File: config.mk
export PLATFORM = sky130hd
export DESIGN_NAME = unary_shift_mac
export DESIGN_NICKNAME = d
export VERILOG_FILES = /design/src/rtl/unary_mac_pkg.sv /design/src/rtl/unary_ones_counter.sv /design/src/rtl/unary_shift_mac.sv
export SDC_FILE = /design/constraint.sdc
export NUM_CORES = 1
export LEC_CHECK = 0
export ABC_AREA = 1
export BUFFER_PORTS_ARGS = -buffer_cell sky130_fd_sc_hd__buf_4
export CAP_MARGIN = 20
export CORE_MARGIN = 3
export CORE_UTILIZATION = 58
export DETAILED_ROUTE_END_ITERATION = 10
export HOLD_SLACK_MARGIN = 0.08
export MAX_ROUTING_LAYER = met4
export PLACE_DENSITY_LB_ADDON = 0.15
export REMOVE_ABC_BUFFERS = 1
export SYNTH_ARGS = -nofsm -noshare
export SYNTH_HDL_FRONTEND = slang
export SYNTH_SLANG_ARGS = --single-unit
File: constraint.sdc
create_clock -name clk -period 3.25 [get_ports clk]
set_input_delay 0.4875 -clock clk [delete_from_list [all_inputs] [get_ports clk]]
set_output_delay 0.4875 -clock clk [all_outputs]
set_load 0.005 [all_outputs]
File: src/rtl/unary_mac_pkg.sv
// Shared types and defaults for the unary shift MAC.
// Used by unary_shift_mac; optional saturation is enabled by UNARY_MAC_SAT_EN.
package unary_mac_pkg;

  typedef enum logic [1:0] {
    LOAD   = 2'd0,
    MULT   = 2'd1,
    RESULT = 2'd2
  } state_t;

  localparam int DEF_BIN_BITS  = 4;
  localparam int DEF_NUM_TERMS = 4;

  function automatic int u_bits(input int bin_bits);
    return 1 << bin_bits;
  endfunction

endpackage

File: src/rtl/unary_ones_counter.sv
// Saturating ones counter: counts enabled 1-bits up to MAX; clear has priority.
module unary_ones_counter #(
  parameter int W   = 5,
  parameter int MAX = 16
) (
  input  logic         clk,
  input  logic         reset_n,
  input  logic         en,
  input  logic         bit_val,
  input  logic         clr,
  output logic [W-1:0] count
);

  always_ff @(posedge clk or negedge reset_n) begin
    if (!reset_n) begin
      count <= '0;
    end else if (clr) begin
      count <= '0;
    end else if (en && bit_val && (count < W'(MAX))) begin
      count <= count + W'(1);
    end
  end

endmodule

File: src/rtl/unary_shift_mac.sv
// Unary shift multiply-accumulate: serial unary operand frames in, unary product pulses out,
// binary dot-product result via valid/ready. Define UNARY_MAC_SAT_EN for a clamping accumulator.
//
// state  | meaning
// LOAD   | accepting unary beats of the current operand pair
// MULT   | emitting a_cnt*b_cnt product pulses (one bubble if zero)
// RESULT | holding accumulated sum until res_ready
module unary_shift_mac
  import unary_mac_pkg::*;
#(
  parameter int BIN_BITS  = DEF_BIN_BITS,
  parameter int NUM_TERMS = DEF_NUM_TERMS,
  parameter int ACC_BITS  = 2*BIN_BITS + $clog2(NUM_TERMS) + 1
) (
  input  logic                clk,
  input  logic                reset_n,
  input  logic                in_a,
  input  logic                in_b,
  input  logic                in_valid,
  input  logic                in_last,
  input  logic                in_acc_last,
  output logic                in_ready,
  output logic                out,
  output logic                busy,
  output logic                res_valid,
  input  logic                res_ready,
  output logic [ACC_BITS-1:0] res_data,
  output logic                res_sat
);

  localparam int U_BITS = u_bits(BIN_BITS);
  localparam int CNT_W  = BIN_BITS + 1;
  localparam int TERM_W = $clog2(NUM_TERMS + 1);

  state_t              state, state_nxt;
  logic [CNT_W-1:0]    a_cnt, b_cnt, i_cnt, j_cnt;
  logic [TERM_W-1:0]   term_cnt;
  logic [ACC_BITS-1:0] acc, acc_nxt;
  logic                acc_last_q;
  logic                accept, pulse, mult_done, zero_prod, i_wrap, j_wrap;

  unary_ones_counter #(.W(CNT_W), .MAX(U_BITS)) u_cnt_a (
    .clk     (clk),
    .reset_n (reset_n),
    .en      (accept),
    .bit_val (in_a),
    .clr     (mult_done),
    .count   (a_cnt)
  );

  unary_ones_counter #(.W(CNT_W), .MAX(U_BITS)) u_cnt_b (
    .clk     (clk),
    .reset_n (reset_n),
    .en      (accept),
    .bit_val (in_b),
    .clr     (mult_done),
    .count   (b_cnt)
  );

  assign zero_prod = (a_cnt == '0) || (b_cnt == '0);
  assign i_wrap    = (i_cnt == a_cnt - CNT_W'(1));
  assign j_wrap    = (j_cnt == b_cnt - CNT_W'(1));

  always_comb begin
    state_nxt = state;
    accept    = 1'b0;
    pulse     = 1'b0;
    mult_done = 1'b0;
    case (state)
      LOAD: begin
        accept = in_valid;
        if (in_valid && in_last) state_nxt = MULT;
      end
      MULT: begin
        pulse     = !zero_prod;
        mult_done = zero_prod || (i_wrap && j_wrap);
        if (mult_done) begin
          state_nxt = (acc_last_q || (term_cnt == TERM_W'(NUM_TERMS - 1))) ? RESULT : LOAD;
        end
      end
      RESULT: begin
        if (res_ready) state_nxt = LOAD;
      end
      default: state_nxt = LOAD;
    endcase
  end

  assign in_ready  = (state == LOAD);
  assign out       = pulse;
  assign busy      = !((state == LOAD) && (term_cnt == '0));
  assign res_valid = (state == RESULT);

`ifdef UNARY_MAC_SAT_EN
  logic sat_q;
  wire  acc_full = &acc;

  assign acc_nxt = (pulse && !acc_full) ? acc + ACC_BITS'(1) : acc;
  assign res_sat = sat_q;

  always_ff @(posedge clk or negedge reset_n) begin
    if (!reset_n) begin
      sat_q <= 1'b0;
    end else if ((state == RESULT) && res_ready) begin
      sat_q <= 1'b0;
    end else if (pulse && acc_full) begin
      sat_q <= 1'b1;
    end
  end
`else
  assign acc_nxt = pulse ? acc + ACC_BITS'(1) : acc;
  assign res_sat = 1'b0;
`endif

  always_ff @(posedge clk or negedge reset_n) begin
    if (!reset_n) begin
      state      <= LOAD;
      i_cnt      <= '0;
      j_cnt      <= '0;
      term_cnt   <= '0;
      acc        <= '0;
      acc_last_q <= 1'b0;
      res_data   <= '0;
    end else begin
      state <= state_nxt;
      acc   <= acc_nxt;
      if (accept && in_last) acc_last_q <= in_acc_last;
      if (pulse) begin
        if (i_wrap) begin
          i_cnt <= '0;
          j_cnt <= j_cnt + CNT_W'(1);
        end else begin
          i_cnt <= i_cnt + CNT_W'(1);
        end
      end
      if (mult_done) begin
        i_cnt    <= '0;
        j_cnt    <= '0;
        term_cnt <= term_cnt + TERM_W'(1);
        if (state_nxt == RESULT) res_data <= acc_nxt;
      end
      if ((state == RESULT) && res_ready) begin
        acc      <= '0;
        term_cnt <= '0;
      end
    end
  end

endmodule

==> metrics.txt, run 1 <==
area of the die 6004 sq um; PD cells 972.3 nW/um^2; Setup Crit Path Kind reg2out; Remaining Overflow, GRT 0; Syn Inst Count 392; cts hold-fix bufs 0; setup repair after global routing missed its margin false; area of the multi-input gates 1465 sq um; first-pass GRT wire length 10,860 um; worst vdd ir 0.4972 mV; Critical Path RT 2.76 ns; Port Buffer Count 22; Initial Utilization 61.53%; post-CTS setup buffers 0; # clock sinks 48; ys async rst share 100.0%; clk root buf clkbuf_8; commonest cells after routing, fill and taps aside nand2_1 (116), inv_1 (52), dfrtp_1 (48); routed vias/inst 5.275; Final period util 71.98%; CP cell instances inv_1 > ha_1 > nand3_1 > nand2_2 > nor2_4 > buf_4; CP Max Fanout 16; EDFF count, synth 0; Leak 1.728 nW; drt wl/cell 12.55 um; Worst Max-Slew Pin Slew 0.6117 ns; post-cts gate resize count 0; DR vias 2,511; clock skew 0.006020 ns; Unique masters post-synth 33; vias in the first global route 2,486; outcome finished clean; Buf+Inv Stages, Crit Path 2; startpoint types flip-flop; H-tree Lvls 2; mapped cell area 2964 sq um; largest net degree at the start of global routing 49; ys flop type dfrtp_1; maximum clock frequency 427.5 MHz; Top delay family on crit path simple AND/OR/NAND/NOR gates; row count 25; Clk pin slew, worst setup/hold paths 0.08 ns; met2 Usage GRT 39.29%; Setup-failing EPs final 0; cell depth of the worst setup path 6; placed inst area 3129 sq um; fillers 434; antenna violations before repair 0; drt drc 0; synthesized flop and latch total 48; DP Wirelength 4484 um; CP max stage cell dfrtp_1; routability cong. 0.9099; Horiz. Die Dim 77.49 um; # diodes 0; sequential share of the synthesized area 40.52%; Worst R2R Path Depth 12; final hold vios 0; cell area after layout 3207 sq um; GRT busiest layer met2; setup_tns 0 ns; total area of sequential cells 1201 sq um; GRT met3 Usage 3.712%; 1st-iter DRT viols 115; minimum clock period 2.339 ns; commonest non-fill, non-tap cell in the layout nand2_1; CTS tree yes; antenna-violating nets left 0; Final nets 427; Ys Warns 0; CTS Buf Count 5; Worst Hold Class in2async; Final Max Slew Viols 0; M1 GR Usage 27.77%; gr usage total 22.96%; CTS Buffer Depth 2; Die H 77.49 um; io pins 24; TritonRoute pass-1 iters 4; final WL 5975 um; MaxCap Viol Count 0; Syn Area/Cell 7.561 sq um; share of post-route cells with drive strength above 1 12.47%; relative slew slack 59.22%; Clk Latency, worst-skew pair 0.29 ns; core area 4817 sq um; max incr delay on CP 0.41 ns; WP data arrival 1.85 ns; Critical Path Sink Type primary output; Layout Area Growth over Synthesis 8.189%
==> layout make-up <==
class	count	share of cell area (%)
clock buffer	6	2.263
clock inverter	1	0.1561
inverter	57	6.672
multi-input combinational	275	45.69
sequential	48	37.46
tap	67	2.614
timing repair buffer	22	5.150
==> synth_stat cells, types with 4 or more instances <==
cell type | instances | area [sq um]
nand2_1 | 116 | 435.4
xnor2_1 | 4 | 35.03
ha_1 | 10 | 125.1
nand2_2 | 5 | 31.28
xor2_1 | 15 | 131.4
inv_1 | 52 | 195.2
nand4_1 | 21 | 131.4
a21oi_1 | 9 | 45.04
clkbuf_1 | 5 | 18.77
dfrtp_1 | 48 | 1201
nand3_1 | 32 | 160.2
buf_6 | 4 | 45.04
nor2_1 | 31 | 116.4
inv_2 | 5 | 18.77
o21ai_0 | 5 | 25.02
==> flip-flops by register name, summed over array words and instances, names as in the netlist <==
name / flops
acc: 11
i_cnt: 5
j_cnt: 5
u_cnt_b.count: 5
u_cnt_a.count: 5
state: 2
res_data: 11
term_cnt: 3
acc_last_q: 1
==> power by group <==
part / leakage, nW / switching (W) / internal, W
Combinational: 1.07 / 0.00109 / 0.000624
Clock: 0.0410 / 0.000186 / 0.000147
Sequential: 0.613 / 0.000235 / 0.000840
Total: 1.73 / 0.00151 / 0.00161
==> final timing paths <==
| check | startpoint | endpoint | slack (ns) |
|---|---|---|---|
| setup reg to reg | u_cnt_a.count[0] | j_cnt[2] | 0.95 |
| hold reg to reg | res_data[0] | res_data[0] | 0.48 |
| min in group clk | in_acc_last | acc_last_q | 0.42 |
| hold / removal | reset_n | j_cnt[2] | 0.19 |
| setup / recovery | u_cnt_a.count[0] | out | 0.91 |
| max in group asynchronous | reset_n | res_data[1] | 2.63 |
==> worst reg2reg max path: cells and delay by family (launching register included) <==
kind          cells  cell delay [ns]
fa+ha+maj         1             0.32
xor+xnor          1             0.15
simple gates      9             1.21
buf+inv           1             0.10
flops             1             0.41
==> cell families after synthesis <==
family,share of synthesized area (%)
AO/OA/AOI/OAI,3.925
XOR/XNOR,5.614
adder cells (fa/ha/maj),4.221
buffers and inverters,10.05
flip-flops,40.52
multiplexers,1.055
other,0.1265
AND/OR/NAND/NOR,34.49
==> through the flow <==
stage | hold WS (ns) | instances | total power (W) | utilization (%) | setup WS, ns
final | 0.1901 | 476 | 0.003118 | 66.57 | 0.9108
after global routing | 0.2247 | 476 | 0.003468 | 66.57 | 0.7535
after CTS | 0.2186 | 476 | 0.003142 | 66.57 | 0.8962
after detailed placement | 0.4603 | 469 | 0.002801 | 64.96 | 0.9905
after global placement | 0.4564 | 469 | 0.002739 | 64.96 | 1.036
after floorplan | 0.1919 | 380 | 0.002298 | - | 1.355
==> layer usage <==
metal  vias to the layer above  wire length (um)
li1                       1265                 -
met1                      1186              2624
met2                        54              2991
met3                         6               289
met4                         0                69
met5                         -                 0
No activity file was read; power rests on OpenSTA's default activity.
==> run 2, diff against run 1 <==
--- a/config.mk
+++ b/config.mk
@@ -5,11 +5,11 @@
 export SDC_FILE = /design/constraint.sdc
 export NUM_CORES = 1
 export LEC_CHECK = 0
-export ABC_AREA = 1
+export ABC_AREA = 0
 export BUFFER_PORTS_ARGS = -buffer_cell sky130_fd_sc_hd__buf_4
 export CAP_MARGIN = 20
 export CORE_MARGIN = 3
-export CORE_UTILIZATION = 58
+export CORE_UTILIZATION = 53
 export DETAILED_ROUTE_END_ITERATION = 10
 export HOLD_SLACK_MARGIN = 0.08
 export MAX_ROUTING_LAYER = met4
==> constraint.sdc (replaced) <==
create_clock -name clk -period 2.1 [get_ports clk]
set_input_delay 0.315 -clock clk [delete_from_list [all_inputs] [get_ports clk]]
set_output_delay 0.315 -clock clk [all_outputs]
set_load 0.005 [all_outputs]
==> metrics.txt, run 2 <==
Clk pin slew, worst setup/hold paths 0.09 ns; minimum clock period 2.124 ns; Layout Area Growth over Synthesis 28.38%; dominant cells by area after synthesis dfrtp_1 (47%), xor2_1 (6.5%), ha_1 (4.9%); PD cells 1455 nW/um^2; EDFF count, synth 0; Leak 1.561 nW; clock skew 0.009312 ns; Setup Crit Path Kind reg2out; Ys Warns 0; Final Max Slew Viols 0; Clock Power Share 12.2%; Final period util 101.2%; gr usage total 20.64%; Crit Reg-Reg Startpoint u_cnt_b.count[0]; Syn Area/Cell 9.923 sq um; area of the die 5721 sq um; # clock sinks 48; Critical Path Sink Type primary output; Worst Hold End acc_last_q; total area of sequential cells 1202 sq um; DP Wirelength 3811 um; routed vias/inst 5.599; vias in the first global route 1,800; Power Total 0.004802 W; relative slew slack 61.23%; hold path startpoint in_acc_last; DR vias 2,038; ys async rst share 100.0%; # diodes 0; synth cell count leaders dfrtp_1 (48), nor2_1 (33), a21oi_1 (24); setup repair after global routing missed its margin true; Initial Utilization 57.06%; Synth area leader dfrtp_1; drt drc 0; pre-CTS setup slack -0.05496 ns; area of the multi-input gates 1418 sq um; TritonRoute pass-1 iters 4; startpoint types flip-flop; drt wl/cell 15.56 um; Worst Max-Slew Pin Slew 0.5816 ns; WP data arrival 1.81 ns; CTS Buffer Depth 2; final WL 5664 um; Unique masters post-synth 41; synthesized flop and latch total 48; CTS Buf Count 5; clk root buf clkbuf_8; Port Buffer Count 22; Setup-failing EPs final 1; row count 24; switching power 0.001849 W; reg-to-reg endpoint res_data[9]; mapped cell area 2570 sq um; Worst R2R Path Depth 10; H-tree Lvls 2; Worst Hold Class in2reg; top-count cell post-synth dfrtp_1; share of post-route cells with drive strength above 1 33.01%; Worst R2R Setup Slack 0.01 ns; CP Max Fanout 4; outcome finished with violations; antenna violations before repair 0; antenna-violating nets left 0; CP cell instances inv_2 > ha_4 > or4b_4 > and2_4 > nand2_4 > inv_4 > buf_6; fillers 327; Critical Path RT 1.78 ns; Comb pwr share 55.6%; CTS tree yes; Synth top area share 46.74%; sequential share of the synthesized area 46.74%; largest net degree at the start of global routing 49; maximum clock frequency 470.7 MHz; Regs by FF count acc: 11 flops, res_data: 11 flops; Horiz. Die Dim 75.64 um; first-pass GRT wire length 8480 um; routability cong. 0.8170; sw frac 38.50%; Final nets 329; 1st-iter DRT viols 81; final hold vios 0; core area 4504 sq um; max incr delay on CP 0.47 ns; setup ws final -0.02441 ns; MaxCap Viol Count 0; Remaining Overflow, GRT 0; Seq pwr share 32.2%; worst vdd ir 0.8117 mV; CP max stage cell or4b_4; failing checks negative setup slack; Hold Slack 0.2448 ns; Internal 0.002953 W; ys flop type dfrtp_1; Clk Latency, worst-skew pair 0.31 ns; Syn Inst Count 259; Die H 75.64 um; commonest cells after routing, fill and taps aside dfrtp_1 (47), buf_4 (47), nor2_1 (32); io pins 24; hold depth 2
## run 2: critical path: cells and delay by family (launching register included)
kind                       cells  cell delay (ns)
adders and majority gates      1             0.14
buffers and inverters          3             0.22
DFF                            1             0.40
and+or+nand+nor                3             0.75
## run 2: metal layers
metal / part of all wire (%) / global-route usage [%] / up-vias / wire, um
met3: 3.4 / 3.958 / 8 / 194
met5: 0 / - / - / 0
li1: - / - / 986 / -
met2: 48 / 30.39 / 36 / 2743
met1: 47 / 29.14 / 1008 / 2650
met4: 1.3 / 6.019 / 0 / 76
## run 2: how the worst max path moves through the flow
stage | to | cells after the start | start | slack, ns
floorplan | term_cnt[1] | 8 | u_cnt_b.count[0] | -0.49
finish | out | 7 | u_cnt_b.count[0] | -0.02
global route | out | 7 | u_cnt_b.count[0] | -0.07
global placement | term_cnt[1] | 7 | u_cnt_b.count[1] | -0.03
CTS | out | 7 | u_cnt_b.count[1] | -0.06
detailed placement | term_cnt[2] | 9 | u_cnt_b.count[0] | -0.05
## run 2: cell type report
type | instances | area share (%)
flip-flops and latches | 48 | 36.44
well taps | 52 | 1.972
clock inverters | 2 | 0.4171
repair buffers | 56 | 14.26
inverters | 12 | 1.441
clock buffers | 6 | 2.503
multi-input cells | 188 | 42.97
## run 2: timing repair
item / CTS / global route
gates cloned: 0 / 1
pin swaps: 2 / 13
hold buffers: 1 / 0
setup buffers: 4 / 5
endpoints found under the setup margin: 8 / 29
endpoints found under the hold margin: 48 / 0
resized for setup: 7 / 38
## run 2: power by group through the flow
stage / Sequential, W / Combinational (W) / Clock, W
2_1_floorplan: 0.00153 / 0.00118 / 0
3_3_place_gp: 0.00152 / 0.00201 / 0
3_5_place_dp: 0.00153 / 0.00205 / 0
4_1_cts: 0.00152 / 0.00217 / 0.000589
5_1_grt: 0.00160 / 0.00293 / 0.000617
6_report: 0.00155 / 0.00267 / 0.000584
## run 2: cell families after synthesis
group,after synthesis,synth area share (%)
AND/OR/NAND/NOR,93,18.55
adder cells (fa/ha/maj),10,4.869
buffers and inverters,23,4.722
flip-flops,48,46.74
multiplexers,9,3.651
AO/OA/AOI/OAI,41,9.202
XOR/XNOR,34,12.12
other,1,0.1459
## run 2: metrics by stage
step,instance area (sq um),setup TNS [ns],util (%),cells
after floorplan,2496,-5.214,-,248
after global placement,2922,-0.06732,64.86,348
after detailed placement,2922,-0.1827,64.86,348
after CTS,3083,-0.05680,68.44,361
after global routing,3299,-0.5974,73.25,364
final,3299,-0.02441,73.25,364
==> run 3, diff against run 2 <==
--- a/config.mk
+++ b/config.mk
@@ -14,6 +14,7 @@
 export HOLD_SLACK_MARGIN = 0.08
 export MAX_ROUTING_LAYER = met4
 export PLACE_DENSITY_LB_ADDON = 0.15
+export RECOVER_POWER = 100
 export REMOVE_ABC_BUFFERS = 1
 export SYNTH_ARGS = -nofsm -noshare
 export SYNTH_HDL_FRONTEND = slang
==> metrics.txt, run 3 (synthesis gave the netlist of run 2 again) <==
Critical Path RT 1.78 ns; final hold vios 0; Clock Power Share 12.2%; Horiz. Die Dim 75.64 um; final WL 5627 um; Final period util 101.0%; Setup Crit Path Kind reg2out; Initial Utilization 57.06%; drt wl/cell 15.46 um; setup repair after global routing missed its margin true; DP Wirelength 3811 um; setup ws final -0.02013 ns; CTS Buffer Depth 2; Worst R2R Path Depth 10; routability cong. 0.8170; largest net degree at the start of global routing 49; relative slew slack 24.57%; hold depth 2; 1st-iter DRT viols 78; CTS Buf Count 5; H-tree Lvls 2; clk root buf clkbuf_8; CTS tree yes; antenna-violating nets left 0; WP data arrival 1.81 ns; # clock sinks 48; Worst Hold Class in2reg; outcome finished with violations; DR vias 2,020; first-pass GRT wire length 8480 um; Critical Path Sink Type primary output; commonest cells after routing, fill and taps aside dfrtp_1 (47), nor2_1 (32), buf_4 (31); max incr delay on CP 0.47 ns; area of the die 5721 sq um; switching power 0.001838 W; core area 4504 sq um; antenna violations before repair 0; Final nets 329; CP max stage cell or4b_4; Internal 0.002926 W; Regs by FF count acc: 11 flops, res_data: 11 flops; worst vdd ir 0.7915 mV; TritonRoute pass-1 iters 4; maximum clock frequency 471.7 MHz; # diodes 0; Clk Latency, worst-skew pair 0.31 ns; failing checks negative setup slack; io pins 24; share of post-route cells with drive strength above 1 32.37%; Layout Area Growth over Synthesis 27.99%; CP cell instances inv_2 > ha_4 > or4b_4 > and2_4 > nand2_4 > inv_4 > buf_6; Setup-failing EPs final 1; Final Max Slew Viols 0; fillers 326; gr usage total 20.64%; Port Buffer Count 22; Comb pwr share 55.4%; commonest non-fill, non-tap cell in the layout dfrtp_1; setup_tns -0.02013 ns; area of the multi-input gates 1418 sq um; MaxCap Viol Count 0; startpoint types flip-flop; PD cells 1448 nW/um^2; Die H 75.64 um; routed vias/inst 5.549; row count 24; clock skew 0.009658 ns; Leak 1.551 nW; Clk pin slew, worst setup/hold paths 0.09 ns; Power Total 0.004764 W; Worst R2R Setup Slack 0.02 ns; Worst Max-Slew Pin Slew 1.131 ns; vias in the first global route 1,800; drt drc 0; CP Max Fanout 4; minimum clock period 2.120 ns; Remaining Overflow, GRT 0; Cell Count Post-Placement 348; sw frac 38.57%; total area of sequential cells 1202 sq um; Seq pwr share 32.4%; non-filler cells in the finished layout 364
==> run 3: power groups by stage <==
| stage | logic [W] | clock network (W) | registers, W |
|---|---|---|---|
| 2_1_floorplan | 0.00118 | 0 | 0.00153 |
| 3_3_place_gp | 0.00201 | 0 | 0.00152 |
| 3_5_place_dp | 0.00205 | 0 | 0.00153 |
| 4_1_cts | 0.00217 | 0.000589 | 0.00152 |
| 5_1_grt | 0.00290 | 0.000617 | 0.00159 |
| 6_report | 0.00264 | 0.000581 | 0.00154 |
==> run 3: critical path: cells and delay by family, from the launching register on <==
kind,cells,cell delay (ns)
fa+ha+maj,1,0.14
buf+inv,3,0.21
flops,1,0.40
simple gates,3,0.75
==> run 3: worst paths after layout <==
check / to / start
min in group asynchronous: u_cnt_b.count[3] / reset_n
worst max register to register: res_data[9] / u_cnt_b.count[0]
worst min-delay path: acc_last_q / in_acc_last
worst min register to register: term_cnt[0] / term_cnt[0]
max in group asynchronous: u_cnt_b.count[2] / reset_n
worst max-delay path: out / u_cnt_b.count[0]
==> run 3: what timing repair did <==
action | in CTS | in global routing
resized for setup | 7 | 38
hold endpoints to repair | 48 | 0
hold buffers | 1 | 0
setup endpoints to repair | 8 | 29
setup buffers | 4 | 5
cloned | 0 | 1
pin swaps | 2 | 13
==> run 3: per-layer routing <==
| layer | wire length [um] | up-vias | GRT usage [%] | part of all wire, % |
|---|---|---|---|---|
| li1 | - | 986 | - | - |
| met1 | 2663 | 990 | 29.14 | 47 |
| met2 | 2689 | 35 | 30.39 | 48 |
| met3 | 191 | 9 | 3.958 | 3.4 |
| met4 | 83 | 0 | 6.019 | 1.5 |
| met5 | 0 | - | - | 0 |
==> run 3: cell type report <==
type                            instances  area share (%)
Multi-Input combinational cell        188           43.10
Clock inverter                          2          0.4184
Timing Repair Buffer                   56           14.00
Clock buffer                            6           2.510
Tap cell                               52           1.978
Sequential cell                        48           36.55
Inverter                               12           1.445
==> run 3: metrics by stage <==
stage,hold WS (ns),util [%],area [sq um],setup WS [ns]
detailed placement,0.3605,64.86,2922,-0.05496
global placement,0.3582,64.86,2922,-0.02814
global route,0.2422,73.03,3289,-0.06525
floorplan,0.01941,-,2496,-0.4885
finish,0.2455,73.03,3289,-0.02013
CTS,0.2400,68.44,3083,-0.05680
